[src/rtl/vga_timing_gen.sv]
// Pixel-rate video timing generator: hsync/vsync/blank, beam coordinates,
// line/frame strobes and an optional 8-bar colour test image, all registered together.
module vga_timing_gen #(
  parameter int c_resolution_x      = 640,
  parameter int c_hsync_front_porch = 16,
  parameter int c_hsync_pulse       = 96,
  parameter int c_hsync_back_porch  = 48,
  parameter int c_resolution_y      = 480,
  parameter int c_vsync_front_porch = 10,
  parameter int c_vsync_pulse       = 2,
  parameter int c_vsync_back_porch  = 33,
  parameter int c_bits_x            = 10,
  parameter int c_bits_y            = 10,
  parameter int c_hsync_polarity    = 0,
  parameter int c_vsync_polarity    = 0,
  parameter int c_test_pattern      = 1
) (
  input  logic                clk_pixel,
  input  logic                resetn,
  input  logic                clk_pixel_ena,
  output logic                o_hsync,
  output logic                o_vsync,
  output logic                o_blank,
  output logic                o_hblank,
  output logic                o_vblank,
  output logic [c_bits_x-1:0] o_beam_x,
  output logic [c_bits_y-1:0] o_beam_y,
  output logic                o_line_start,
  output logic                o_frame_start,
  output logic [7:0]          o_r,
  output logic [7:0]          o_g,
  output logic [7:0]          o_b
);

  localparam int c_ht    = c_resolution_x + c_hsync_front_porch + c_hsync_pulse + c_hsync_back_porch;
  localparam int c_vt    = c_resolution_y + c_vsync_front_porch + c_vsync_pulse + c_vsync_back_porch;
  localparam int c_bar_w = c_resolution_x / 8;

  localparam logic [c_bits_x-1:0] c_x_last     = c_bits_x'(c_ht - 1);
  localparam logic [c_bits_x-1:0] c_x_active   = c_bits_x'(c_resolution_x);
  localparam logic [c_bits_x-1:0] c_x_hs_start = c_bits_x'(c_resolution_x + c_hsync_front_porch);
  localparam logic [c_bits_x-1:0] c_x_hs_end   = c_bits_x'(c_resolution_x + c_hsync_front_porch + c_hsync_pulse);
  localparam logic [c_bits_x-1:0] c_bar_last   = c_bits_x'(c_bar_w - 1);

  localparam logic [c_bits_y-1:0] c_y_last     = c_bits_y'(c_vt - 1);
  localparam logic [c_bits_y-1:0] c_y_active   = c_bits_y'(c_resolution_y);
  localparam logic [c_bits_y-1:0] c_y_vs_start = c_bits_y'(c_resolution_y + c_vsync_front_porch);
  localparam logic [c_bits_y-1:0] c_y_vs_end   = c_bits_y'(c_resolution_y + c_vsync_front_porch + c_vsync_pulse);

  localparam logic c_hs_on   = (c_hsync_polarity != 0);
  localparam logic c_vs_on   = (c_vsync_polarity != 0);
  localparam logic c_bars_en = (c_test_pattern != 0);

  // Position counters point at the pixel the next enabled cycle will present.
  logic [c_bits_x-1:0] x_q, x_d;
  logic [c_bits_y-1:0] y_q, y_d;
  logic [2:0]          bar_n_q, bar_n_d;
  logic [c_bits_x-1:0] bar_cnt_q, bar_cnt_d;

  logic                hsync_q, hsync_d;
  logic                vsync_q, vsync_d;
  logic                hblank_q, hblank_d;
  logic                vblank_q, vblank_d;
  logic                blank_q, blank_d;
  logic [c_bits_x-1:0] beam_x_q, beam_x_d;
  logic [c_bits_y-1:0] beam_y_q, beam_y_d;
  logic                line_start_q, line_start_d;
  logic                frame_start_q, frame_start_d;
  logic [7:0]          r_q, r_d;
  logic [7:0]          g_q, g_d;
  logic [7:0]          b_q, b_d;

  logic       hact, vact;
  logic [2:0] bar_m;

  always_comb begin
    // NOTE: every signal gets a hold default first, so no path through this block infers a latch.
    x_d           = x_q;
    y_d           = y_q;
    bar_n_d       = bar_n_q;
    bar_cnt_d     = bar_cnt_q;
    hsync_d       = hsync_q;
    vsync_d       = vsync_q;
    hblank_d      = hblank_q;
    vblank_d      = vblank_q;
    blank_d       = blank_q;
    beam_x_d      = beam_x_q;
    beam_y_d      = beam_y_q;
    line_start_d  = line_start_q;
    frame_start_d = frame_start_q;
    r_d           = r_q;
    g_d           = g_q;
    b_d           = b_q;
    hact          = (x_q < c_x_active);
    vact          = (y_q < c_y_active);
    bar_m         = ~bar_n_q;

    if (clk_pixel_ena) begin
      // Every output is derived from the same (x_q, y_q), so nothing skews.
      beam_x_d      = x_q;
      beam_y_d      = y_q;
      hblank_d      = !hact;
      vblank_d      = !vact;
      blank_d       = !(hact && vact);
      hsync_d       = (x_q >= c_x_hs_start && x_q < c_x_hs_end) ? c_hs_on : ~c_hs_on;
      vsync_d       = (y_q >= c_y_vs_start && y_q < c_y_vs_end) ? c_vs_on : ~c_vs_on;
      line_start_d  = (x_q == '0);
      frame_start_d = (x_q == '0) && (y_q == '0);
      if (c_bars_en && hact && vact) begin
        r_d = {8{bar_m[1]}};
        g_d = {8{bar_m[2]}};
        b_d = {8{bar_m[0]}};
      end else begin
        r_d = '0;
        g_d = '0;
        b_d = '0;
      end

      if (x_q == c_x_last) begin
        x_d       = '0;
        bar_n_d   = '0;
        bar_cnt_d = '0;
        y_d       = (y_q == c_y_last) ? '0 : y_q + 1'b1;
      end else begin
        x_d = x_q + 1'b1;
        // Bar index steps every c_bar_w pixels and saturates, so remainder pixels stay in bar 7.
        if (bar_cnt_q == c_bar_last) begin
          bar_cnt_d = '0;
          if (bar_n_q != 3'd7) bar_n_d = bar_n_q + 3'd1;
        end else begin
          bar_cnt_d = bar_cnt_q + 1'b1;
        end
      end
    end
  end

  always_ff @(posedge clk_pixel) begin
    // NOTE: state uses non-blocking assignments so all flops update from pre-edge values.
    if (!resetn) begin
      x_q           <= '0;
      y_q           <= '0;
      bar_n_q       <= '0;
      bar_cnt_q     <= '0;
      hsync_q       <= ~c_hs_on;
      vsync_q       <= ~c_vs_on;
      hblank_q      <= 1'b1;
      vblank_q      <= 1'b1;
      blank_q       <= 1'b1;
      beam_x_q      <= '0;
      beam_y_q      <= '0;
      line_start_q  <= 1'b0;
      frame_start_q <= 1'b0;
      r_q           <= '0;
      g_q           <= '0;
      b_q           <= '0;
    end else begin
      x_q           <= x_d;
      y_q           <= y_d;
      bar_n_q       <= bar_n_d;
      bar_cnt_q     <= bar_cnt_d;
      hsync_q       <= hsync_d;
      vsync_q       <= vsync_d;
      hblank_q      <= hblank_d;
      vblank_q      <= vblank_d;
      blank_q       <= blank_d;
      beam_x_q      <= beam_x_d;
      beam_y_q      <= beam_y_d;
      line_start_q  <= line_start_d;
      frame_start_q <= frame_start_d;
      r_q           <= r_d;
      g_q           <= g_d;
      b_q           <= b_d;
    end
  end

  assign o_hsync       = hsync_q;
  assign o_vsync       = vsync_q;
  assign o_hblank      = hblank_q;
  assign o_vblank      = vblank_q;
  assign o_blank       = blank_q;
  assign o_beam_x      = beam_x_q;
  assign o_beam_y      = beam_y_q;
  assign o_line_start  = line_start_q;
  assign o_frame_start = frame_start_q;
  assign o_r           = r_q;
  assign o_g           = g_q;
  assign o_b           = b_q;

endmodule

[config.mk]
export PLATFORM = sky130hd
export DESIGN_NAME = vga_timing_gen
export DESIGN_NICKNAME = d
export VERILOG_FILES = /design/src/rtl/vga_timing_gen.sv
export SDC_FILE = /design/constraint.sdc
export NUM_CORES = 1
export LEC_CHECK = 0
export BUFFER_PORTS_ARGS = -buffer_cell sky130_fd_sc_hd__buf_2
export CAP_MARGIN = 40
export CORE_MARGIN = 8
export CORE_UTILIZATION = 58
export CTS_BUF_LIST = sky130_fd_sc_hd__clkbuf_8
export DETAILED_ROUTE_END_ITERATION = 8
export GPL_TIMING_DRIVEN = 0
export PLACE_DENSITY = 0.92
export SETUP_SLACK_MARGIN = 0.05
export SLEW_MARGIN = 20
export SYNTH_ARGS = -nofsm -noshare
export SYNTH_HDL_FRONTEND = slang
export SYNTH_SLANG_ARGS = --single-unit
[constraint.sdc]
create_clock -name clk_pixel -period 2 [get_ports clk_pixel]
set_clock_uncertainty 0.05 [all_clocks]
set_input_delay 0.2 -clock clk_pixel [delete_from_list [all_inputs] [get_ports clk_pixel]]
set_output_delay 0.2 -clock clk_pixel [all_outputs]
set_load 0.01 [all_outputs]
* After elaboration in Yosys (flattened, before gate mapping)
Index checks and enable logic that the tools add are counted.
** Word-level totals
- Bits in registers :: 84
- Bits of input ports :: 3
- Output and inout bits :: 51
- Logic and storage cells :: 56
** Cells by class
- Add/subtract/negate cells :: 4
- Magnitude comparators :: 6
- Equal/unequal tests :: 4
- Multiplexer cells :: 12
- Bitwise operators :: 1
- Reduce and logical (&&, ||, !) cells :: 13
** Operators by type and width (count)
- 10-bit two-way mux :: 4
- 10-bit by 1-bit adder with 10-bit output, second input constant :: 3
- 8-bit two-way mux :: 3
- 10-bit equality test, second input constant :: 2
- 10-bit logical NOT :: 2
- 10-bit less-than comparator, second input constant :: 2
- 10-bit by 9-bit less-than comparator with 1-bit output, second input constant :: 2
- 10-bit by 7-bit equality test with 1-bit output, second input constant :: 1
- 10-bit greater-or-equal comparator, second input constant :: 1
- 10-bit by 9-bit greater-or-equal comparator with 1-bit output, second input constant :: 1
- 3-bit two-way mux :: 3
- 1-bit logical AND :: 4
- 2-bit nonzero test :: 2
- 3-bit by 1-bit adder with 3-bit output, second input constant :: 1
- 1-bit logical NOT :: 3
- 3-bit inequality test, second input constant :: 1
- 3-bit inverter :: 1
- 3-bit AND reduction :: 1
- 1-bit two-way mux :: 2
- 2-bit AND reduction :: 1

* Longest topological paths before layout
- Depth after elaboration :: 4
- Depth in mapped cells :: 6
- Depth with buffers taken out :: 6

* Least setup slack after synthesis
Ideal clock, no wire load.
- Path type :: flip-flop to flip-flop
- Start point :: register bar_cnt_q[0]
- End point :: register bar_cnt_q[3]
- Library setup time :: 106 ps
- Arrival :: 1549 ps
- Required time :: 1844 ps
- Path slack :: 295 ps
- Stages on the path, launching flop included :: 7
- Path buffers :: 1
- Period minus slack after synthesis :: 1705 ps
- Cell sequence :: dfxtp_1 ha_1 and3_1 clkbuf_1 nand3_1 nand4_1 o311ai_0
** Between the ends
- Word-level cells in the longest chain between the ends :: 3
- Elaborated cells between the ends (all ways) :: 4
- Classes of those cells :: add/sub (1); eq/ne (1); mux (2)
** RTL lines
- from (decl) :: RTL line 58 : logic [c_bits_x-1:0] bar_cnt_q, bar_cnt_d;
- from (signal assigned) :: RTL line 160 : bar_cnt_q <= bar_cnt_d;
- 10-bit by 1-bit adder with 10-bit output / 10-bit by 7-bit equality test with 1-bit output (equally long branches) :: RTL line 131, 127
- 10-bit two-way mux (*) :: RTL line 127 : if (bar_cnt_q == c_bar_last) begin
- 10-bit two-way mux (*) :: RTL line 119 : if (x_q == c_x_last) begin
Every way passes the cells marked *; elsewhere a longest branch is shown, timed or not.
A chain may end at the register's enable or synchronous reset.

* Worst setup path in the final report
- Start point :: register bar_cnt_q[0]
- End point :: register bar_n_q[2]
** Between the ends
- Word-level cells in the longest chain between the ends :: 3
** RTL lines
- 10-bit by 7-bit equality test with 1-bit output :: RTL line 127
- 2-bit nonzero test (no line)
- 3-bit AND reduction (no line)
- to (signal assigned) :: RTL line 159 : bar_n_q <= bar_n_d;
- to (decl) :: RTL line 57 : logic [2:0] bar_n_q, bar_n_d;
No other way between the ends.

==> impl_metrics.yaml <==
sta:
  setup_viol_count_final: 0
  setup_tns_ns: 0
  rsz0062_at_grt: "false"
  worst_slew_pin_slew_ns: 0.661
  finalHoldViolCount: 0
  drv_slew: 0
  post-route-period-util: 0.927
  period_minus_slack_ns: 1.85
  slew_headroom: 0.560
  fmax_mhz: 540
setup_path:
  r2r_cells: 5
  cp_max_fo: 5
  critPathCapture: "bar_n_q[2]$_SDFFE_PN0P_"
  cp.arrival_ns: 2.08
  cp.depth: 5
  path_cells: "ha_1 -> and3_1 -> nand4b_1 -> or3b_2 -> o22ai_1"
  critPathSlowestCell: "or3b_2"
  required_ns: 2.22
  r2r-end: "bar_n_q[2]$_SDFFE_PN0P_"
  slowest_delay_ns: 0.50
  cp-startpoint: "bar_cnt_q[0]$_SDFFE_PN0P_"
  critical_path.endpoint_type: "flop"
  startpoint_type: "flop"
  cp_num_buf_inv: 0
  cpLargestDelayFamily: "simple AND/OR/NAND/NOR gates"
  reg2reg_from: "bar_cnt_q[0]$_SDFFE_PN0P_"
  r2r_setup_slack_ns: 0.15
  crit_type: "reg2reg"
final_layout:
  final_nets: 432
  drive_gt1_frac: 0.258
  stdcell_area_sq_um: 3740
  area_delta_synth_final_pct: 19.9
  nFillCells: 395
  num_antenna_cells: 0
  finish.utilization: 0.728
  multi_input_area_sq_um: 1600
  regArea_sq_um: 1260
route:
  drtIter0Drc: 188
  vias: 2925
  ant_nets: 0
  drt-total-wl_um: 7570
  top_layer: "met4"
  drtPass1Iterations: 5
  wl_met3_um: 686
  routed-wl-met2_um: 3390
  met1_length_um: 3270
  detail_route.vias_per_cell: 5.89
  route.detailed.drc: 0
  wl_per_cell_um: 15.2
clocking:
  cts_buffers: 9
  cts.sinks: 63
  clock_latency_ns: 0.35
  root_buffer: "clkbuf_8"
  cts_tree: "built"
  h-tree-depth: 3
  cts.reportedPaths.clkPinSlew_ns: 0.07
  clk_path_buf_depth: 2
floorplan:
  start_util: 0.607
  num_rows: 26
  die-area_sq_um: 7980
  die_y_um: 89.4
  die_w_um: 89.4
  core_area_sq_um: 5140
  pin_count: 54
placement:
  hpwl_um: 5100
  place_congestion: 0.863
  placed_area_sq_um: 3470
  io_buffers: 52
min_path:
  hold_class: "in2reg"
  hold_start: "resetn"
yosys:
  yosysSeqAreaShare: 0.404
  synth_top_cells_by_count: "63 x dfxtp_1, 37 x nand2_1, 22 x buf_4, 22 x nor2b_1"
  syn_nets: 363
  syn_avg_cell_area_sq_um: 8.84
  ys_ff_latch: 63
  async_flop_share: 0
  synth_most_common_cell: "dfxtp_1"
  synth_area_leaders: "dfxtp_1 40%, mux2i_1 6.7%, buf_4 5.3%, nand2_1 4.5%, nor2b_1 4.4%"
  netlist.area_leader.share: 0.404
  synth_cell_type_count: 45
  synth-edff-count: 0
  ys_warn_count: 0
  synth_ff_type: "dfxtp_1"
  synth_area_sq_um: 3120
  synth_top_cell_by_area: "dfxtp_1"
  synth_cells: 353
power:
  seq_power_share: 0.502
  power.switching_uw: 613
  switching_share: 0.237
  ir_worst_vdd_uv: 472
  leakage_nw: 1.59
  internal-power_mw: 1.97
  power_frac_comb: 0.081
  p_per_area_nw_per_um2: 689
  clkPwrFrac: 0.417
grt:
  grt_max_degree: 11
  grt_pass1_wl_um: 11900
  grt_pass1_vias: 2624
  grt_usage: 0.192
  overflow: 0
  antenna_found_initial: 0
run_status:
  status: "finished clean"
flow_run:
  drv_cap: 0
[worst min-delay path by stage]
stage | to | slack [ns] | depth (start not counted)
finish | bar_cnt_q[2]$_SDFFE_PN0P_ | 0.28 | 4
detailed placement | o_blank$_SDFFE_PN1P_ | 0.41 | 2
global placement | o_blank$_SDFFE_PN1P_ | 0.41 | 2
global route | bar_cnt_q[2]$_SDFFE_PN0P_ | 0.29 | 4
CTS | bar_cnt_q[2]$_SDFFE_PN0P_ | 0.29 | 3
floorplan | bar_n_q[1]$_SDFFE_PN0P_ | 0.41 | 2
[worst min-delay path: stages]
cell and delay [ns]:
buf_2 0.11, nand4_1 0.09, buf_4 0.15, o32ai_1 0.08
[routing by layer]
metal	up-vias	global-route usage
met5	-	0
met1	1357	0.228
li1	1378	-
met3	27	0.0561
met4	0	0.101
met2	163	0.308
[metrics by stage]
| step | hold slack, ns | setup slack (ns) | power (mW) | cells |
|---|---|---|---|---|
| floorplan | 0.413 | 0.295 | 1.46 | 353 |
| global placement | 0.406 | 0.00764 | 1.52 | 475 |
| detailed placement | 0.414 | -0.0485 | 1.53 | 475 |
| CTS | 0.291 | 0.0559 | 2.59 | 491 |
| global route | 0.293 | 0.0391 | 2.67 | 497 |
| finish | 0.281 | 0.147 | 2.58 | 497 |
[power by group through the flow]
| stage | logic, mW | clock network (mW) | registers (mW) |
|---|---|---|---|
| floorplan | 0.135 | 0 | 1.32 |
| CTS | 0.207 | 1.09 | 1.30 |
| detailed placement | 0.207 | 0 | 1.32 |
| global route | 0.228 | 1.14 | 1.30 |
| global placement | 0.201 | 0 | 1.32 |
| finish | 0.209 | 1.07 | 1.30 |
[state kept, by name, indices dropped and copies added, names as in the netlist]
| register | cells |
|---|---|
| y_q | 10 |
| o_b | 1 |
| o_vsync | 1 |
| o_beam_x | 10 |
| x_q | 10 |
| o_vblank | 1 |
| o_hsync | 1 |
| o_frame_start | 1 |
| o_g | 1 |
| o_hblank | 1 |
| bar_n_q | 3 |
| o_r | 1 |
| o_blank | 1 |
| o_beam_y | 10 |
| o_line_start | 1 |
| bar_cnt_q | 10 |
[kinds of logic (layout without fill, tap and decap cells)]
group	count (synthesis)	after routing	share of synthesized area
and+or+nand+nor	150	150	0.273
DFF	63	63	0.404
AOI/OAI and AO/OA	52	52	0.111
buffers and inverters	52	126	0.0934
muxes	21	21	0.0674
xor gates and xnor gates	8	8	0.0225
adders and majority gates	7	7	0.0281
[placed cells by master (no fill, tap or decap), drive strengths merged, types with 2 or more instances in the layout]
master / synthesis / routed
a21boi: 8 / 8
a21oi: 10 / 10
a31oi: 2 / 2
and2: 8 / 8
and3: 9 / 9
and4: 4 / 4
buf: 27 / 87
clkbuf: 18 / 26
clkinv: 0 / 3
dfxtp: 63 / 63
ha: 7 / 7
inv: 7 / 9
mux2i: 21 / 21
nand2: 37 / 37
nand3: 21 / 21
nand4: 12 / 12
nand4b: 6 / 6
nor2: 11 / 11
nor2b: 22 / 22
nor3: 6 / 6
nor4b: 3 / 3
o21ai: 12 / 12
o22ai: 3 / 3
o2bb2ai: 4 / 4
o311ai: 5 / 5
o31ai: 2 / 2
o32ai: 2 / 2
or3: 4 / 4
or4: 3 / 3
xnor2: 6 / 6
xor2: 2 / 2
[cell type report]
class	instances	area share
Multi-Input combinational cell	238	0.426
Clock buffer	10	0.0368
Buffer	44	0.0719
Clock inverter	6	0.0140
Timing Repair Buffer	59	0.0836
Tap cell	70	0.0234
Sequential cell	63	0.337
Inverter	7	0.00702
[what timing repair did]
item	4_1_cts	5_1_grt
setup endpoints to repair	6	21
pin swaps	0	4
setup buffers	0	7
hold buffers	0	0
gates resized for setup	1	15
(Power assumes the default switching activity.)
